File: config.mk
export PLATFORM = sky130hd
export DESIGN_NAME = frame_buffer_responder
export DESIGN_NICKNAME = d
export VERILOG_FILES = /design/src/rtl/frame_buffer_responder_pkg.sv /design/src/rtl/frame_buffer_responder_buffer_grant_fsm.sv /design/src/rtl/frame_buffer_responder.sv
export SDC_FILE = /design/constraint.sdc
export NUM_CORES = 1
export LEC_CHECK = 0
export BUFFER_PORTS_ARGS = -buffer_cell sky130_fd_sc_hd__buf_4
export CORE_AREA = 2 2 93 95
export DETAILED_ROUTE_END_ITERATION = 16
export DIE_AREA = 0 0 95 97
export PLACE_DENSITY = 0.84
export SETUP_SLACK_MARGIN = 0.05
export SLEW_MARGIN = 20
export SYNTH_ARGS = -nofsm -noshare
export SYNTH_HDL_FRONTEND = slang
export SYNTH_SLANG_ARGS = --single-unit
File: constraint.sdc
create_clock -name sobel_clk -period 7.45 [get_ports sobel_clk]
set_input_delay 1.1175 -clock sobel_clk [delete_from_list [all_inputs] [get_ports sobel_clk]]
set_output_delay 1.1175 -clock sobel_clk [all_outputs]
set_load 0.005 [all_outputs]
File: src/rtl/frame_buffer_responder_pkg.sv
// Shared definitions for the frame buffer responder: per-buffer grant state
// encoding, default frame geometry and the watchdog counter sizing helper.
package frame_buffer_responder_pkg;

  typedef enum logic [1:0] {
    IDLE     = 2'd0,
    GRANT_WR = 2'd1,
    GRANT_RD = 2'd2,
    RELEASE  = 2'd3
  } buf_state_e;

  localparam int unsigned DEFAULT_DEPTH   = 76800;
  localparam int unsigned DEFAULT_PX_W    = 15;
  localparam int unsigned DEFAULT_TIMEOUT = 1048576;

  // The hold counter only ever reaches TIMEOUT-1, so $clog2(TIMEOUT) bits
  // suffice; keep at least one bit so a disabled watchdog still elaborates.
  function automatic int unsigned hold_cnt_width(input int unsigned timeout);
    return (timeout > 1) ? $clog2(timeout) : 1;
  endfunction

endpackage

File: src/rtl/frame_buffer_responder_buffer_grant_fsm.sv
// One buffer's arbiter: grants a single writer or reader at a time, tracks
// whether the buffer holds a complete frame, watches how long a grant is held
// and steers the granted client onto the single memory port.
module buffer_grant_fsm
  import frame_buffer_responder_pkg::*;
#(
  parameter int unsigned ADDR_W  = 17,
  parameter int unsigned PX_W    = DEFAULT_PX_W,
  parameter int unsigned TIMEOUT = DEFAULT_TIMEOUT
) (
  input  logic              clk,
  input  logic              reset,
  input  logic              wr_rq,
  output logic              wr_ack,
  input  logic [ADDR_W-1:0] wr_addr,
  input  logic [PX_W-1:0]   wr_px,
  input  logic              wr_we,
  input  logic              rd_rq,
  output logic              rd_ack,
  input  logic [ADDR_W-1:0] rd_addr,
  output logic [PX_W-1:0]   rd_px,
  output logic [ADDR_W-1:0] mem_addr,
  output logic [PX_W-1:0]   mem_wdata,
  output logic              mem_we,
  input  logic [PX_W-1:0]   mem_rdata,
  output logic              full,
  output logic              timeout_err
);

  localparam int unsigned    CNT_W    = hold_cnt_width(TIMEOUT);
  localparam logic [CNT_W-1:0] CNT_LAST = CNT_W'((TIMEOUT > 0) ? (TIMEOUT - 1) : 0);
  localparam bit             WDOG_EN  = (TIMEOUT != 0);

  buf_state_e       state_q, state_d;
  logic             full_q, full_d;
  logic             err_q, err_d;
  logic [CNT_W-1:0] cnt_q, cnt_d;
  // A client whose grant was revoked by the watchdog stays locked out until
  // it lowers its request, so a stuck client cannot immediately re-grab.
  logic             lock_wr_q, lock_wr_d;
  logic             lock_rd_q, lock_rd_d;

  // Next-state logic: eligibility is decided by the full flag, so a writer
  // and a reader can never both be eligible in the same cycle.
  always_comb begin
    state_d   = state_q;
    full_d    = full_q;
    err_d     = err_q;
    cnt_d     = cnt_q;
    lock_wr_d = lock_wr_q & wr_rq;
    lock_rd_d = lock_rd_q & rd_rq;
    case (state_q)
      IDLE: begin
        cnt_d = '0;
        if (wr_rq && !full_q && !lock_wr_q) begin
          state_d = GRANT_WR;
        end else if (rd_rq && full_q && !lock_rd_q) begin
          state_d = GRANT_RD;
        end
      end
      GRANT_WR: begin
        if (!wr_rq) begin
          state_d = RELEASE;
          full_d  = 1'b1;
        end else if (WDOG_EN && (cnt_q == CNT_LAST)) begin
          state_d   = RELEASE;
          err_d     = 1'b1;
          lock_wr_d = 1'b1;
        end else begin
          cnt_d = cnt_q + 1'b1;
        end
      end
      GRANT_RD: begin
        if (!rd_rq) begin
          state_d = RELEASE;
          full_d  = 1'b0;
        end else if (WDOG_EN && (cnt_q == CNT_LAST)) begin
          state_d   = RELEASE;
          err_d     = 1'b1;
          lock_rd_d = 1'b1;
        end else begin
          cnt_d = cnt_q + 1'b1;
        end
      end
      RELEASE: begin
        cnt_d   = '0;
        state_d = IDLE;
      end
      default: begin
        state_d = IDLE;
      end
    endcase
  end

  // State, frame-valid flag, sticky error and hold counter registers.
  always_ff @(posedge clk) begin
    if (reset) begin
      state_q   <= IDLE;
      full_q    <= 1'b0;
      err_q     <= 1'b0;
      cnt_q     <= '0;
      lock_wr_q <= 1'b0;
      lock_rd_q <= 1'b0;
    end else begin
      state_q   <= state_d;
      full_q    <= full_d;
      err_q     <= err_d;
      cnt_q     <= cnt_d;
      lock_wr_q <= lock_wr_d;
      lock_rd_q <= lock_rd_d;
    end
  end

  // Acks decode straight from the registered state; the memory port follows
  // whichever client currently holds the grant and is quiet otherwise.
  always_comb begin
    wr_ack    = (state_q == GRANT_WR);
    rd_ack    = (state_q == GRANT_RD);
    mem_addr  = '0;
    mem_wdata = '0;
    mem_we    = 1'b0;
    rd_px     = '0;
    case (state_q)
      GRANT_WR: begin
        mem_addr  = wr_addr;
        mem_wdata = wr_px;
        mem_we    = wr_we;
      end
      GRANT_RD: begin
        mem_addr = rd_addr;
        rd_px    = mem_rdata;
      end
      default: begin
        mem_addr = '0;
      end
    endcase
  end

  assign full        = full_q;
  assign timeout_err = err_q;

endmodule

File: src/rtl/frame_buffer_responder.sv
// Responder for the preprocessing buffer handshake: GRAY is filled by the
// camera capture and drained by sobel, RESULT is filled by sobel and drained
// by the display. Each buffer has its own grant FSM.
module frame_buffer_responder
  import frame_buffer_responder_pkg::*;
#(
  parameter int unsigned DEPTH   = DEFAULT_DEPTH,
  parameter int unsigned ADDR_W  = $clog2(DEPTH),
  parameter int unsigned PX_W    = DEFAULT_PX_W,
  parameter int unsigned TIMEOUT = DEFAULT_TIMEOUT
) (
  input  logic              sobel_clk,
  input  logic              reset,
  input  logic              cap_rq,
  output logic              cap_ack,
  input  logic [ADDR_W-1:0] cap_addr,
  input  logic [PX_W-1:0]   cap_px,
  input  logic              cap_we,
  input  logic              sob_rd_rq,
  output logic              sob_rd_ack,
  input  logic [ADDR_W-1:0] sob_rd_addr,
  output logic [PX_W-1:0]   sob_rd_px,
  input  logic              sob_wr_rq,
  output logic              sob_wr_ack,
  input  logic [ADDR_W-1:0] sob_wr_addr,
  input  logic [PX_W-1:0]   sob_wr_px,
  input  logic              sob_wr_en,
  input  logic              disp_rq,
  output logic              disp_ack,
  input  logic [ADDR_W-1:0] disp_addr,
  output logic [PX_W-1:0]   disp_px,
  output logic [ADDR_W-1:0] gray_addr,
  output logic [PX_W-1:0]   gray_wdata,
  output logic              gray_we,
  input  logic [PX_W-1:0]   gray_rdata,
  output logic [ADDR_W-1:0] res_addr,
  output logic [PX_W-1:0]   res_wdata,
  output logic              res_we,
  input  logic [PX_W-1:0]   res_rdata,
  output logic              gray_full,
  output logic              res_full,
  output logic              timeout_err
);

  logic gray_err;
  logic res_err;

  buffer_grant_fsm #(
    .ADDR_W  (ADDR_W),
    .PX_W    (PX_W),
    .TIMEOUT (TIMEOUT)
  ) u_gray (
    .clk         (sobel_clk),
    .reset       (reset),
    .wr_rq       (cap_rq),
    .wr_ack      (cap_ack),
    .wr_addr     (cap_addr),
    .wr_px       (cap_px),
    .wr_we       (cap_we),
    .rd_rq       (sob_rd_rq),
    .rd_ack      (sob_rd_ack),
    .rd_addr     (sob_rd_addr),
    .rd_px       (sob_rd_px),
    .mem_addr    (gray_addr),
    .mem_wdata   (gray_wdata),
    .mem_we      (gray_we),
    .mem_rdata   (gray_rdata),
    .full        (gray_full),
    .timeout_err (gray_err)
  );

  buffer_grant_fsm #(
    .ADDR_W  (ADDR_W),
    .PX_W    (PX_W),
    .TIMEOUT (TIMEOUT)
  ) u_result (
    .clk         (sobel_clk),
    .reset       (reset),
    .wr_rq       (sob_wr_rq),
    .wr_ack      (sob_wr_ack),
    .wr_addr     (sob_wr_addr),
    .wr_px       (sob_wr_px),
    .wr_we       (sob_wr_en),
    .rd_rq       (disp_rq),
    .rd_ack      (disp_ack),
    .rd_addr     (disp_addr),
    .rd_px       (disp_px),
    .mem_addr    (res_addr),
    .mem_wdata   (res_wdata),
    .mem_we      (res_we),
    .mem_rdata   (res_rdata),
    .full        (res_full),
    .timeout_err (res_err)
  );

  assign timeout_err = gray_err | res_err;

endmodule

======== Word level (Yosys, flattened, before mapping) ========
Cells that the tools add are included.
Widths: inputs -> output; s select.
word-level totals
  register bits ........................... 52
  word-level logic and storage cells ...... 117
  bits of input ports ..................... 136
cells by class
  add/sub/neg operators ................... 2
  reduce and logical (&&, ||, !) cells .... 26
  muxes and demuxes ....................... 54
  equal/unequal tests ..................... 18
  bitwise operators ....................... 5
operators by type and width
  operator               number
  $mux 20                6
  $pmux 20 s3            2
  $pmux 17 s2            2
  $mux 15                4
  $add 20x1->20 const B  2
  $eq 20x20->1 const B   2
  $mux 1                 24
  $mux 2                 10
  $ne 2x2->1 const B     8
  $pmux 2 s4             2
  $reduce_and 3->1       4
  $eq 2x2->1 const B     4
  $logic_and 1x1->1      8
  $pmux 1 s2             4
  $logic_not 1->1        6
  $ne 3x1->1 const B     2
  $and 1x1->1            4
  $eq 2x1->1 const B     2
  $logic_not 2->1        2
  $reduce_and 2->1       2
  $reduce_bool 2->1      2
  $reduce_or 2->1        2
  $or 1x1->1             1

======== Longest topological paths before layout ========
Gate-level depths: netlist of the first run.
  depth after elaboration ................. 5
  gate-level depth with buffers ........... 9
  mapped depth without buffers ............ 7

======== Cells and area by module ========
From an unflattened synthesis of the first run, not the netlist that was laid out.
unflattened totals
  cells, all modules ...................... 479
  area total of the unflattened synthesis .. 3589.7 µm²
by module, submodules not included
  module                  cells each  instances  seq. area each (µm²)  area each (µm²)
  buffer_grant_fsm        239         2          520.5                 1791.7
  frame_buffer_responder  1           1          0.0                   6.3

======== Worst setup path after synthesis of the first run ========
No wires, ideal clock.
  kind .................................... input-to-reg
  start ................................... in cap_rq
  end ..................................... reg u_gray.cnt_q[15]
  arrival ................................. 2.750 ns
  path buffers ............................ 2
  library setup time ...................... 0.072 ns
  cell stages on the path ................. 7
  path slack .............................. 4.628 ns
  required time ........................... 7.378 ns
  path through ............................ nor2b_1 > or2_1 > buf_2 > or4_1 > buf_2 > or4_1 > a21oi_1
on the way
  cells in the longest elaborated chain, start to end .. 2
ends and longest elaborated chain
  element                     RTL line                                        source
  start, declared             frame_buffer_responder.sv:14                    input logic cap_rq,
  $ne 2x2->1 (no line)        n/a
  $reduce_and 2->1 (no line)  n/a
  end signal, assigned        frame_buffer_responder_buffer_grant_fsm.sv:108  cnt_q <= cnt_d;
  end, declared               frame_buffer_responder_buffer_grant_fsm.sv:37   logic [CNT_W-1:0] cnt_q, cnt_d;
No other way between the ends.
A chain may end at the register's enable or synchronous reset.

======== Worst setup path after layout of the first run ========
  start ................................... reg u_gray.state_q[0]
  end ..................................... out gray_addr[16]
on the way
  cells in the longest elaborated chain, start to end .. 2
  elaborated cells on any way between the ends .. 3
  those cells by class .................... eq/ne: 2; mux: 1
ends and longest elaborated chain
  element                                   RTL line                                        source
  start, declared                           frame_buffer_responder_buffer_grant_fsm.sv:34   buf_state_e state_q, state_d;
  start signal, assigned                    frame_buffer_responder_buffer_grant_fsm.sv:105  state_q <= state_d;
  $eq 2x2->1 or $eq 2x1->1 (tied branches)  frame_buffer_responder_buffer_grant_fsm.sv:123  case (state_q)
  $pmux 17 s2 *                             frame_buffer_responder_buffer_grant_fsm.sv:123
  end, declared                             frame_buffer_responder.sv:32                    output logic [ADDR_W-1:0] gray_addr,
Every way passes the cells marked *; elsewhere a longest branch is shown, timed or not.

==> results of run 1 <==
-- area by class of cell --
cell class,count,area [um2]
clock buffers,8,90.09
repair buffers,240,1802
multi-input cells,396,2465
fillers,685,2535
flip-flops and latches,52,1041
diodes,10,25.02
inverters,12,45.04
well taps,105,131.4
-- layout by cell type, fill, tap and decap left out, drive strengths merged, types with 4 or more instances in the layout --
master	netlist	final
a21oi	23	23
a22oi	34	34
and2	65	65
and3	6	6
and4	4	4
buf	6	240
clkbuf	24	8
dfxtp	52	52
diode	0	10
ha	10	10
inv	12	12
nand2	32	32
nand2b	4	4
nand3	15	15
nand4	12	12
nor2	54	54
nor2b	20	20
nor3	6	6
nor4	15	15
o21ai	8	8
o31ai	11	11
or2	7	7
or3	4	4
or4	13	13
xnor2	16	16
-- tightest hold or removal path, delay by kind of cell (launching register included) --
kind / cells / cell delay [ns]
DFF: 1 / 0.34
muxes: 1 / 0.06
and+or+nand+nor: 1 / 0.06
-- path summary, 6_finish.rpt --
| path | end | slack [ns] | depth (start not counted) |
|---|---|---|---|
| setup / recovery | gray_addr[16] | 4.30 | 6 |
| hold / removal | u_result.cnt_q[19]$_SDFFE_PP0P_ | 0.50 | 2 |
| setup reg to reg | u_gray.cnt_q[15]$_SDFFE_PP0P_ | 4.33 | 8 |
| hold reg to reg | u_result.cnt_q[19]$_SDFFE_PP0P_ | 0.50 | 2 |
-- kinds of logic after synthesis --
group	count (synthesis)	synth area share [%]
xor+xnor	18	4.309
flops	52	28.45
fa+ha+maj	10	3.420
simple gates	264	39.60
mux	2	0.5472
compound gates	102	19.29
buf+inv	42	4.377
-- power by group through the flow --
stage                     registers (mW)  clock network [mW]  logic, mW
final                              0.316               0.166      0.755
after global routing               0.318               0.180      0.834
after CTS                          0.314               0.168      0.753
after detailed placement           0.321                   0      0.751
after global placement             0.319                   0      0.733
after floorplan                    0.318                   0      0.431
-- routing by layer --
metal / wire length [um] / global-route usage [%] / vias to the layer above
met5: 80 / 0 / -
met4: 185 / 4.794 / 12
met3: 2656 / 22.98 / 29
met2: 6566 / 48.55 / 240
met1: 5318 / 34.20 / 2067
li1: - / - / 2203
-- flip-flops by register name, summed over array words and instances (netlist names) --
register / flops
u_gray.cnt_q: 20
u_gray.full: 1
u_gray.lock_rd_q: 1
u_gray.lock_wr_q: 1
u_gray.state_q: 2
u_gray.timeout_err: 1
u_result.cnt_q: 20
u_result.full: 1
u_result.lock_rd_q: 1
u_result.lock_wr_q: 1
u_result.state_q: 2
u_result.timeout_err: 1
-- stage by stage --
| stage | util [%] | cell area (um2) |
|---|---|---|
| floorplan | - | 3659 |
| global placement | 67.33 | 5477 |
| detailed placement | 67.33 | 5477 |
| CTS | 68.44 | 5567 |
| global route | 68.59 | 5579 |
| finish | 68.84 | 5599 |
-- cell usage after synthesis (4+ instances only) --
cell       n  area share [%]
o31ai_1   11             2.3
a22oi_1   34             7.0
nand2b_1   4            0.68
o21ai_0    7            0.96
nand2_1   32             3.3
or3_1      4            0.68
ha_1      10             3.4
and3_1     6             1.0
buf_1      4            0.41
or4_1     13             2.7
nand3_1   15             2.1
inv_1     12             1.2
nor3_1     6            0.82
nor4_1    15             2.6
and2_1    65              11
and4_1     4            0.96
clkbuf_1  24             2.5
nor2_1    54             5.5
dfxtp_1   52              28
or2_2      6             1.0
xnor2_1   16             3.8
nor2b_1   20             3.4
a21oi_1   23             3.1
nand4_1   12             2.1
==> flow_summary.yaml, run 1 <==
critical_path:
  worstSetupEndpointType: "output pin"
  crit_chain: "inv_1, ha_1, buf_4, a22oi_1, nor2b_1, buf_4"
  worstPathRequired_ns: 6.33
  worst-path-max-fanout: 27
  r2r-start: "u_gray.state_q[0]$_SDFFE_PP0P_"
  cp_common_cell: "buf_4"
  worst_path_max_delay_cell: "ha_1"
  crit_arrival_ns: 2.03
  crit_start: "u_gray.state_q[0]$_SDFFE_PP0P_"
  cp_top_family: "buffers and inverters"
  startpoint_type: "flip-flop"
  path_buf_inv: 3
  worstSetupPathType: "reg -> out"
  slowest_delay_ns: 0.47
die:
  ios: 239
  chipHeight_um: 97
  die_area_mm2: 0.009215
  core_mm2: 0.008134
  die_w_um: 95
  num_rows: 33
  start_util_pct: 44.98
routing:
  drt-initial-drc-count: 252
  drt_first_pass_iters: 5
  dr_total_vias: 4551
  drcViolationCount: 0
  wl_um: 14810
  ant_nets: 0
  wl_per_cell_um: 17.99
  vias_per_cell: 5.530
pwr:
  p_switching_mw: 0.5006
  combPwrFrac_pct: 61.0
  peakVddDrop_mv: 0.1452
  leakage_nw: 2.377
  sw_frac_of_total_pct: 40.48
  internal_power_mw: 0.7362
  seqPwrFrac_pct: 25.5
  clock_power_share_pct: 13.5
  power_mw: 1.237
  p_per_area_mw_per_mm2: 220.9
synthesis:
  synthCells: 490
  synth_edf_count: 0
  yosysWarnings: 0
  syn_nets: 636
  seq_area_frac_synth_pct: 28.45
  async_reset_ff_share_pct: 0
  synth_flop_cell: "dfxtp_1"
  ys_ff_latch: 52
  avgSynthCellArea_um2: 7.466
  ys_types: 49
  synth_area_mm2: 0.003659
run_status:
  status: "complete, no violations"
grt:
  antenna_found_initial: 15
  first_global_vias: 4168
  grt_overflow: 0
  track_usage_pct: 30.96
  grt_max_degree: 41
  grt_pass1_wl_um: 22090
clock_tree:
  root_buffer: "clkbuf_8"
  cts_buffers: 5
  htreeDepth: 2
  cts_sinks: 52
  cts_buffer_depth: 2
  clk-insertion-delay-late_ns: 0.31
  clk_pin_slew_worst_paths_ns: 0.09
  post_cts_resized: 0
  cts_tree: "built"
  hold_buffers: 0
  cts_setup_buffers: 0
cells_and_area:
  synthToLayoutAreaGrowth_pct: 53.04
  stdcell_count: 823
  nNetsFinal: 853
  drive_gt1_share_pct: 36.58
placement:
  hpwl_um: 12170
  portBuffers: 238
  gp_congestion: 0.9911
  post-place-ws_ns: 4.291
  place_inst: 805
sta:
  timing.final.crit_share_pct: 42.22
  fin_crit_ns: 3.145
  max_freq_mhz: 318.0
  fin_skew_ns: 0.01003
  worstMarginPinSlew_ns: 0.9433
  hold_viol_final: 0
  holdWs_ns: 0.4962
  fin_ws_ns: 4.305
  drv_slew: 0
  final.setup.tns_ns: 0
  slew_headroom_pct: 36.53
  setup_violations: 0
  rsz0062_at_grt: "no"
run:
  drv_cap: 0
min_path:
  min-delay-start: "u_result.cnt_q[19]$_SDFFE_PP0P_"
  hold_path_class: "reg -> reg"
Power figures use the tool's default switching activity.
==> run 2: changes to the inputs <==
--- a/config.mk
+++ b/config.mk
@@ -6,10 +6,9 @@
 export NUM_CORES = 1
 export LEC_CHECK = 0
 export BUFFER_PORTS_ARGS = -buffer_cell sky130_fd_sc_hd__buf_4
-export CORE_AREA = 2 2 93 95
+export CORE_UTILIZATION = 43
 export DETAILED_ROUTE_END_ITERATION = 16
-export DIE_AREA = 0 0 95 97
-export PLACE_DENSITY = 0.84
+export PLACE_DENSITY = 0.82
 export SETUP_SLACK_MARGIN = 0.05
 export SLEW_MARGIN = 20
 export SYNTH_ARGS = -nofsm -noshare
==> constraint.sdc (replaced) <==
create_clock -name sobel_clk -period 3 [get_ports sobel_clk]
set_input_delay 0.45 -clock sobel_clk [delete_from_list [all_inputs] [get_ports sobel_clk]]
set_output_delay 0.45 -clock sobel_clk [all_outputs]
set_load 0.005 [all_outputs]
==> run 2 against run 1 <==
Largest cell class unchanged. Final cell count shrank 0.24%. Core utilization shrank 0.39 points. Hold slack worse by 0.080 ns. Clock skew shrank 0.0051 ns. Critical path type is now reg -> reg.
==> flow_summary.yaml, run 2 (same netlist as run 1, synthesis figures left out) <==
run_status:
  status: "complete, no violations"
clock_tree:
  clk-insertion-delay-late_ns: 0.30
  root_buffer: "clkbuf_8"
  cts_buffers: 5
  cts_sinks: 52
  cts_tree: "built"
  htreeDepth: 2
  post_cts_resized: 0
  clk_pin_slew_worst_paths_ns: 0.09
  hold_buffers: 0
  cts_buffer_depth: 2
  cts_setup_buffers: 0
die:
  ios: 239
  chipHeight_um: 94.24
  die_w_um: 94.24
  die_area_mm2: 0.008881
  start_util_pct: 44.53
  core_mm2: 0.008217
  num_rows: 33
critical_path:
  r2r-start: "u_gray.state_q[0]$_SDFFE_PP0P_"
  cp_common_cell: "or4_1"
  crit_arrival_ns: 2.79
  worstSetupEndpointType: "flip-flop"
  crit_chain: "inv_1, ha_1, nor2b_1, or2_1, or4_1, or4_1, a21oi_1"
  worstPathRequired_ns: 3.24
  r2r_slack_ns: 0.45
  path_buf_inv: 1
  startpoint_type: "flip-flop"
  reg2regPathDepth: 7
  slowest_delay_ns: 0.70
  worstReg2RegEnd: "u_gray.cnt_q[19]$_SDFFE_PP0P_"
  worst_path_max_delay_cell: "or4_1"
  worst-path-max-fanout: 10
  cp_top_family: "simple AND/OR/NAND/NOR gates"
  worstSetupPathType: "reg -> reg"
grt:
  first_global_vias: 4148
  track_usage_pct: 32.77
  grt_pass1_wl_um: 21780
  grt_overflow: 0
  grt_max_degree: 40
  antenna_found_initial: 7
placement:
  gp_congestion: 0.9373
  hpwl_um: 12230
  dpl_cell_area_mm2: 0.005507
  post-place-ws_ns: 0.4667
  portBuffers: 238
  place_inst: 809
sta:
  rsz0062_at_grt: "no"
  hold_viol_final: 0
  fin_ws_ns: 0.4457
  max_freq_mhz: 391.5
  setup_violations: 0
  timing.final.crit_share_pct: 85.14
  slew_headroom_pct: 43.32
  final.setup.tns_ns: 0
  worstMarginPinSlew_ns: 0.8425
  fin_crit_ns: 2.554
  drv_slew: 0
  holdWs_ns: 0.4157
  fin_skew_ns: 0.004912
cells_and_area:
  stdcell_count: 821
  nNetsFinal: 857
  most-common-layout-cells: "buf_4, and2_1, nor2_1"
  layout_commonest_cell: "buf_4"
  top_regs: "u_gray.cnt_q x20, u_result.cnt_q x20"
  final_util_pct: 68.45
  synthToLayoutAreaGrowth_pct: 53.73
  fillers: 686
  final_area_mm2: 0.005624
  drive_gt1_share_pct: 36.66
routing:
  drt_first_pass_iters: 5
  drcViolationCount: 0
  vias_per_cell: 5.625
  drt-initial-drc-count: 325
  wl_um: 14800
  ant_nets: 0
  wl_per_cell_um: 18.03
  dr_total_vias: 4618
pwr:
  p_switching_mw: 1.283
  leakage_nw: 2.412
  combPwrFrac_pct: 60.3
  p_per_area_mw_per_mm2: 565.4
  power_mw: 3.180
  internal_power_mw: 1.897
  peakVddDrop_mv: 0.3656
  seqPwrFrac_pct: 24.7
  sw_frac_of_total_pct: 40.35
  clock_power_share_pct: 15.0
min_path:
  hold_path_end: "u_result.lock_rd_q$_SDFF_PP0_"
  hold_path_class: "in -> reg"
  worstHoldPathCells: 2
  min-delay-start: "disp_rq"
run:
  drv_cap: 0
==> run 2: worst register-to-register path, stage by stage (launching register included) <==
cell and delay [ns]:
dfxtp_1 0.36, inv_1 0.11, ha_1 0.22, nor2b_1 0.15, or2_1 0.28, or4_1 0.70, or4_1 0.51, a21oi_1 0.15
==> run 2: how the worst max path moves through the flow <==
| stage | startpoint | end | cells past startpoint |
|---|---|---|---|
| CTS | u_gray.state_q[1]$_SDFFE_PP0P_ | u_gray.cnt_q[19]$_SDFFE_PP0P_ | 7 |
| floorplan | u_gray.state_q[1]$_SDFFE_PP0P_ | u_gray.cnt_q[15]$_SDFFE_PP0P_ | 9 |
| detailed placement | u_gray.state_q[1]$_SDFFE_PP0P_ | u_gray.cnt_q[15]$_SDFFE_PP0P_ | 7 |
| finish | u_gray.state_q[0]$_SDFFE_PP0P_ | u_gray.cnt_q[19]$_SDFFE_PP0P_ | 7 |
| global placement | u_gray.state_q[1]$_SDFFE_PP0P_ | u_gray.cnt_q[15]$_SDFFE_PP0P_ | 7 |
| global route | u_result.state_q[1]$_SDFFE_PP0P_ | u_result.cnt_q[19]$_SDFFE_PP0P_ | 7 |
==> run 2: final cells by class <==
type,instances,area (um2),share of cell area [%]
Clock inverter,2,35.03,0.6229
Tap cell,105,131.4,2.336
Inverter,12,45.04,0.8009
Multi-Input combinational cell,396,2457,43.69
Sequential cell,52,1041,18.51
Timing Repair Buffer,244,1832,32.57
Clock buffer,6,72.57,1.290
Antenna cell,4,10.01,0.1780
==> run 2: power groups by stage <==
stage / Combinational [mW] / Clock [mW] / Sequential [mW]
finish: 1.92 / 0.476 / 0.785
detailed placement: 1.91 / 0 / 0.799
global placement: 1.86 / 0 / 0.794
global route: 2.10 / 0.515 / 0.790
floorplan: 1.07 / 0 / 0.789
CTS: 1.91 / 0.486 / 0.783
==> run 2: routing by layer <==
| metal | global-route usage (%) | vias to the layer above | share of wire, % |
|---|---|---|---|
| li1 | - | 2207 | - |
| met1 | 39.59 | 2116 | 39 |
| met2 | 52.66 | 263 | 44 |
| met3 | 14.08 | 28 | 14 |
| met4 | 8.974 | 4 | 2.2 |
| met5 | 0 | - | 0.18 |
